===== src/rtl/video_rect_filler_pkg.sv =====
// Shared definitions for the rectangle filler: frame bases, FSM encoding and
// the bus word payload.
package video_rect_filler_pkg;

    localparam logic [31:0] FRAME0_BASE = 32'hFF00_0000;
    localparam logic [31:0] FRAME1_BASE = 32'hFF10_0000;

    localparam int unsigned COORD_W = 10;
    localparam int unsigned EXT_W   = COORD_W + 1;

    typedef enum logic [2:0] {
        IDLE     = 3'd0,
        SETUP    = 3'd1,
        WRITE    = 3'd2,
        NEXT_ROW = 3'd3,
        DONE     = 3'd4
    } fill_state_e;

    typedef struct packed {
        logic [31:0] addr;
        logic [31:0] data;
        logic [3:0]  be;
    } bus_word_t;

endpackage


===== src/rtl/video_byte_mask.sv =====
// Byte-lane enable for one 32-bit word: lane i is on when byte col_aligned+i
// falls inside [x_start, x_end].
module video_byte_mask
    import video_rect_filler_pkg::*;
(
    input  logic [COORD_W-1:0] col_aligned,
    input  logic [COORD_W-1:0] x_start,
    input  logic [COORD_W-1:0] x_end,
    output logic [3:0]         byte_mask_c
);

    always_comb begin
        byte_mask_c = 4'b0000;
        for (int i = 0; i < 4; i++) begin
            byte_mask_c[i] = (({1'b0, col_aligned} + EXT_W'(i)) >= {1'b0, x_start}) &&
                             (({1'b0, col_aligned} + EXT_W'(i)) <= {1'b0, x_end});
        end
    end

endmodule


===== src/rtl/video_rect_filler.sv =====
// Fills a clipped rectangle of 8-bit pixels in one of two framebuffers using
// word-wide byte-masked bus writes.
module video_rect_filler
    import video_rect_filler_pkg::*;
#(
    parameter int unsigned FB_WIDTH  = 320,
    parameter int unsigned FB_HEIGHT = 240
) (
    input  logic        clock,
    input  logic        reset,
    input  logic        start,
    input  logic        abort,
    input  logic [9:0]  rect_x,
    input  logic [9:0]  rect_y,
    input  logic [9:0]  rect_width,
    input  logic [9:0]  rect_height,
    input  logic [7:0]  fill_color,
    input  logic        frame_select,
    input  logic        bus_grant,
    output logic [31:0] bus_address,
    output logic [31:0] bus_write_data,
    output logic [3:0]  bus_byte_enable,
    output logic        bus_write_enable,
    output logic        bus_read_enable,
    output logic        busy,
    output logic        done
);

    localparam logic [EXT_W-1:0] FB_W_EXT = EXT_W'(FB_WIDTH);
    localparam logic [EXT_W-1:0] FB_H_EXT = EXT_W'(FB_HEIGHT);

    fill_state_e          state_q, state_d;
    logic [COORD_W-1:0]   x_q, x_d, y_q, y_d, w_q, w_d, h_q, h_d;
    logic [COORD_W-1:0]   col_q, col_d, row_q, row_d;
    logic [7:0]           color_q, color_d;
    logic                 frame_q, frame_d;
    logic                 we_q, we_d, busy_q, busy_d, done_q, done_d;
    bus_word_t            bus_q, bus_d;
    logic                 load_c;

    logic [EXT_W-1:0]     x_sum_c, y_sum_c, x_lim_c, y_lim_c;
    logic [COORD_W-1:0]   x_end_c, y_end_c;
    logic                 empty_c;
    logic [3:0]           mask_c;

    // Clipped inclusive end coordinates; 11-bit sums cannot wrap.
    always_comb begin
        x_sum_c = {1'b0, x_q} + {1'b0, w_q};
        y_sum_c = {1'b0, y_q} + {1'b0, h_q};
        x_lim_c = (x_sum_c > FB_W_EXT) ? FB_W_EXT : x_sum_c;
        y_lim_c = (y_sum_c > FB_H_EXT) ? FB_H_EXT : y_sum_c;
        x_end_c = COORD_W'(x_lim_c - EXT_W'(1));
        y_end_c = COORD_W'(y_lim_c - EXT_W'(1));
        empty_c = (w_q == '0) || (h_q == '0) ||
                  ({1'b0, x_q} >= FB_W_EXT) || ({1'b0, y_q} >= FB_H_EXT);
    end

    // Next-state and walk of the (row, col) cursor.
    always_comb begin
        state_d = state_q;
        x_d     = x_q;
        y_d     = y_q;
        w_d     = w_q;
        h_d     = h_q;
        color_d = color_q;
        frame_d = frame_q;
        col_d   = col_q;
        row_d   = row_q;
        we_d    = we_q;
        load_c  = 1'b0;

        case (state_q)
            IDLE: begin
                we_d = 1'b0;
                if (start && !abort) begin
                    x_d     = rect_x;
                    y_d     = rect_y;
                    w_d     = rect_width;
                    h_d     = rect_height;
                    color_d = fill_color;
                    frame_d = frame_select;
                    state_d = SETUP;
                end
            end
            SETUP: begin
                if (empty_c) begin
                    state_d = DONE;
                end else begin
                    col_d   = x_q;
                    row_d   = y_q;
                    we_d    = 1'b1;
                    load_c  = 1'b1;
                    state_d = WRITE;
                end
            end
            WRITE: begin
                if (we_q && bus_grant) begin
                    if ({col_q[COORD_W-1:2], 2'b11} >= x_end_c) begin
                        we_d    = 1'b0;
                        state_d = NEXT_ROW;
                    end else begin
                        col_d  = {col_q[COORD_W-1:2] + 8'd1, 2'b00};
                        load_c = 1'b1;
                    end
                end
            end
            NEXT_ROW: begin
                if (row_q == y_end_c) begin
                    state_d = DONE;
                end else begin
                    row_d   = row_q + 10'd1;
                    col_d   = x_q;
                    we_d    = 1'b1;
                    load_c  = 1'b1;
                    state_d = WRITE;
                end
            end
            DONE: begin
                state_d = IDLE;
            end
            default: begin
                we_d    = 1'b0;
                state_d = IDLE;
            end
        endcase

        if (abort && (state_q != IDLE)) begin
            state_d = IDLE;
            we_d    = 1'b0;
            load_c  = 1'b0;
        end

        done_d = (state_d == DONE);
        busy_d = (state_d != IDLE);
    end

    video_byte_mask u_byte_mask (
        .col_aligned (({col_d[COORD_W-1:2], 2'b00})),
        .x_start     (x_q),
        .x_end       (x_end_c),
        .byte_mask_c (mask_c)
    );

    // Bus word is only reloaded when a new write is presented, so it holds while stalled.
    always_comb begin
        bus_d = bus_q;
        if (load_c) begin
            bus_d.addr = (frame_q ? FRAME1_BASE : FRAME0_BASE)
                       + 32'(row_d) * 32'(FB_WIDTH)
                       + 32'({col_d[COORD_W-1:2], 2'b00});
            bus_d.data = {4{color_q}};
            bus_d.be   = mask_c;
        end
    end

    always_ff @(posedge clock or negedge reset) begin
        if (!reset) begin
            state_q <= IDLE;
            x_q     <= '0;
            y_q     <= '0;
            w_q     <= '0;
            h_q     <= '0;
            color_q <= '0;
            frame_q <= 1'b0;
            col_q   <= '0;
            row_q   <= '0;
            we_q    <= 1'b0;
            busy_q  <= 1'b0;
            done_q  <= 1'b0;
            bus_q   <= '0;
        end else begin
            state_q <= state_d;
            x_q     <= x_d;
            y_q     <= y_d;
            w_q     <= w_d;
            h_q     <= h_d;
            color_q <= color_d;
            frame_q <= frame_d;
            col_q   <= col_d;
            row_q   <= row_d;
            we_q    <= we_d;
            busy_q  <= busy_d;
            done_q  <= done_d;
            bus_q   <= bus_d;
        end
    end

    assign bus_address      = bus_q.addr;
    assign bus_write_data   = bus_q.data;
    assign bus_byte_enable  = bus_q.be;
    assign bus_write_enable = we_q;
    assign bus_read_enable  = 1'b0;
    assign busy             = busy_q;
    assign done             = done_q;

endmodule


===== config.mk =====
export PLATFORM = sky130hd
export DESIGN_NAME = video_rect_filler
export DESIGN_NICKNAME = d
export VERILOG_FILES = /design/src/rtl/video_rect_filler_pkg.sv /design/src/rtl/video_byte_mask.sv /design/src/rtl/video_rect_filler.sv
export SDC_FILE = /design/constraint.sdc
export NUM_CORES = 1
export LEC_CHECK = 0
export CORE_MARGIN = 10
export CORE_UTILIZATION = 45
export DETAILED_ROUTE_END_ITERATION = 8
export PLACE_DENSITY_LB_ADDON = 0.12
export SYNTH_ARGS = -nofsm -noshare
export SYNTH_HDL_FRONTEND = slang
export SYNTH_SLANG_ARGS = --single-unit

===== constraint.sdc =====
create_clock -name clock -period 12.9 [get_ports clock]
set_input_delay 2.58 -clock clock [delete_from_list [all_inputs] [get_ports clock]]
set_output_delay 2.58 -clock clock [all_outputs]
set_load 0.03 [all_outputs]

==> reports/metrics.cfg <==
[timing]
worstMarginPinSlew_ns=0.885
hold_ws_ns=0.463
finalHoldViolCount=0
timing.slew.headroom_pct=39.3
fin_skew_ns=0.00780
fmaxAchievable_mhz=118
post-route-period-util_pct=65.7
slew_viol_final=0
finalSetupViolations=0
period_needed_ns=8.48
rsz0062_at_grt=no
tns_ns=0

[floorplanning]
die_h_um=155
die_area_mm2=0.0239
io_pins=126
core-area_mm2=0.0179
rows=49
initial_core_util_pct=45.5
die_width_um=155

[placement]
hpwl_mm=16.3
place_congestion=0.909
portBuffers=119

[cts]
cts_hold_buf=0
cts_tree=built
h-tree-depth=3
clockRootBuffer=clkbuf_16
insertion_delay_ns=0.36
cts.clk_slew.worst_paths_ns=0.08
cts_resized=0
post-cts-setup-buffers=0
numCtsBuffers=9
cts_buffer_depth=2
cts.sinks=105

[hold_path]
hold_start=color_q[7]
hold_path.class=flip-flop to flip-flop

[routing]
vias=6669
via_per_inst=5.59
drt_iter0_markers=360
first_pass_iters=5
totalWireLength_mm=20.9
wl_per_cell_um=17.6
ant_nets=0
drc=0

[critical_path]
arrival_ns=8.72
critPathBufInv=1
cp-end-kind=flip-flop
start_kind=flip-flop
critPathKind=flip-flop to flip-flop
slowest_stage=mux2i_1
worst-path-max-fanout=13
critPathLaunch=w_q[0]
required_ns=13.14
critPathMaxStageDelay_ns=0.67
path_delay_family=compound AO/OA/AOI/OAI gates
rr_startpoint=w_q[0]

[synthesis]
synth.top_cell.area_share_pct=32.3
synth_cells=885
async_flop_share_pct=100
synth_ff_type=dfrtp_1
avgSynthCellArea_um2=9.20
synth_edf_count=0
seq_area_frac_synth_pct=32.3
synth_area_leaders=dfrtp_1 32%, ha_1 11%, mux2_2 7.2%
yosysUniqueCellTypes=90
ys_ff_latch=105
ys_warn_count=0
synth_area_mm2=0.00814
yosysTopAreaCell=dfrtp_1

[job]
maxCapViolations=0

[finish]
drive_gt1_share_pct=10.9
syn2layout_area_growth_pct=17.1
nets=1086
num_antenna_cells=0

[grt]
overflow=0
grtUsageTotal_pct=17.4
grt_pass1_vias=6699
antenna_found_initial=0
grt_max_degree=55
grt_pass1_wl_mm=34.4

[power]
ir_worst_vdd_mv=0.152
power.density_mw_per_mm2=251
p_leak_nw=4.22

[status]
status=finished clean

## cells in the final DEF (no fill, tap or decap), types with 4 or more instances in the layout
master / count
o221ai_1: 4
ha_1: 69
nand4_1: 10
mux2_2: 52
o31ai_1: 4
nor2_1: 45
or2_2: 6
nor4_1: 10
a21oi_1: 47
nor3_1: 14
nand2_1: 95
o21ai_0: 31
o22ai_1: 5
xnor2_1: 20
conb_1: 6
fa_1: 4
mux2i_1: 7
a31oi_1: 8
nand3_1: 27
inv_1: 41
a211oi_1: 9
nor2b_1: 8
o21bai_1: 6
a21o_1: 15
o21a_1: 12
o211ai_1: 7
clkdlybuf4s50_1: 118
xor2_1: 17
buf_4: 5
nor3b_1: 4
nand2b_1: 10
dfrtp_1: 105
and2_1: 10
o21ai_1: 17
or3_1: 9
and3_1: 8
clkbuf_16: 9
## Yosys cell counts, drive strengths merged (12+ instances only)
master and n:
nor3 14, buf 56, a21oi 50, nand3 28, nor2 46, inv 41
and2 12, o21ai 48, xor2 17, mux2 52, ha 69, o21a 12
xnor2 21, a21o 17, nand2 96, dfrtp 105
## registers in the layout, indices dropped and copies added (netlist names), 3 cells and up
signal	flops
bus_address	20
h_q	10
row_q	10
w_q	10
x_q	10
y_q	10
bus_write_data	8
col_q	8
color_q	8
bus_byte_enable	4
state_q	3
## cell type report
| cell class | instances | area (um2) |
|---|---|---|
| well taps | 229 | 287 |
| flip-flops and latches | 105 | 2630 |
| fillers | 1697 | 8370 |
| inverters | 42 | 158 |
| repair buffers | 123 | 1220 |
| clock buffers | 11 | 243 |
| multi-input cells | 678 | 4960 |
| clock inverters | 5 | 46.3 |
## where the power goes
group          internal (W)  total [W]  switching [W]
registers          0.000436   0.000548       0.000112
clock network      0.000140   0.000279       0.000139
logic              0.000655    0.00157       0.000911
## worst paths after layout
kind	endpoint	slack, ns	cells past startpoint
setup / recovery	bus_address[17]	4.42	38
hold / removal	bus_write_data[23]	0.46	2
setup reg to reg	bus_address[17]	4.42	38
hold reg to reg	bus_write_data[23]	0.46	2
max in group asynchronous	bus_write_enable	9.48	2
min in group asynchronous	bus_address[14]	2.25	1
## worst reg2reg max path, delay by kind of cell (launching register included)
| kind | cells | cell delay (ns) |
|---|---|---|
| XOR/XNOR | 2 | 0.30 |
| multiplexers | 2 | 0.96 |
| AND/OR/NAND/NOR | 11 | 1.80 |
| buffers and inverters | 1 | 0.06 |
| flip-flops | 1 | 0.41 |
| adder cells (fa/ha/maj) | 5 | 1.52 |
| AO/OA/AOI/OAI | 17 | 3.33 |
## cells by family after synthesis
family                   share of synthesized area, %
AND/OR/NAND/NOR                                  17.5
other                                          0.0461
XOR/XNOR                                         4.32
AO/OA/AOI/OAI                                    19.0
buffers and inverters                            7.18
flip-flops                                       32.3
multiplexers                                     8.05
adder cells (fa/ha/maj)                          11.6
## metrics by stage
| step | cell area (um2) | setup WS (ns) | util [%] | cells | total power [W] |
|---|---|---|---|---|---|
| floorplan | 8160 | 5.65 | - | 890 | 0.00173 |
| global placement | 9250 | 4.74 | 51.6 | 1177 | 0.00211 |
| detailed placement | 9250 | 4.50 | 51.6 | 1177 | 0.00212 |
| CTS | 9540 | 4.43 | 53.3 | 1193 | 0.00241 |
| global route | 9540 | 3.69 | 53.3 | 1193 | 0.00261 |
| finish | 9540 | 4.42 | 53.3 | 1193 | 0.00239 |
## layer usage
| metal | share of wire, % | global-route usage (%) | vias up |
|---|---|---|---|
| met1 | 44 | 21.5 | 3191 |
| met2 | 51 | 30.5 | 124 |
| met5 | 0 | 0 | - |
| met3 | 3.0 | 2.08 | 24 |
| met4 | 2.0 | 6.07 | 0 |
| li1 | - | - | 3330 |
Power figures use the tool's default switching activity.
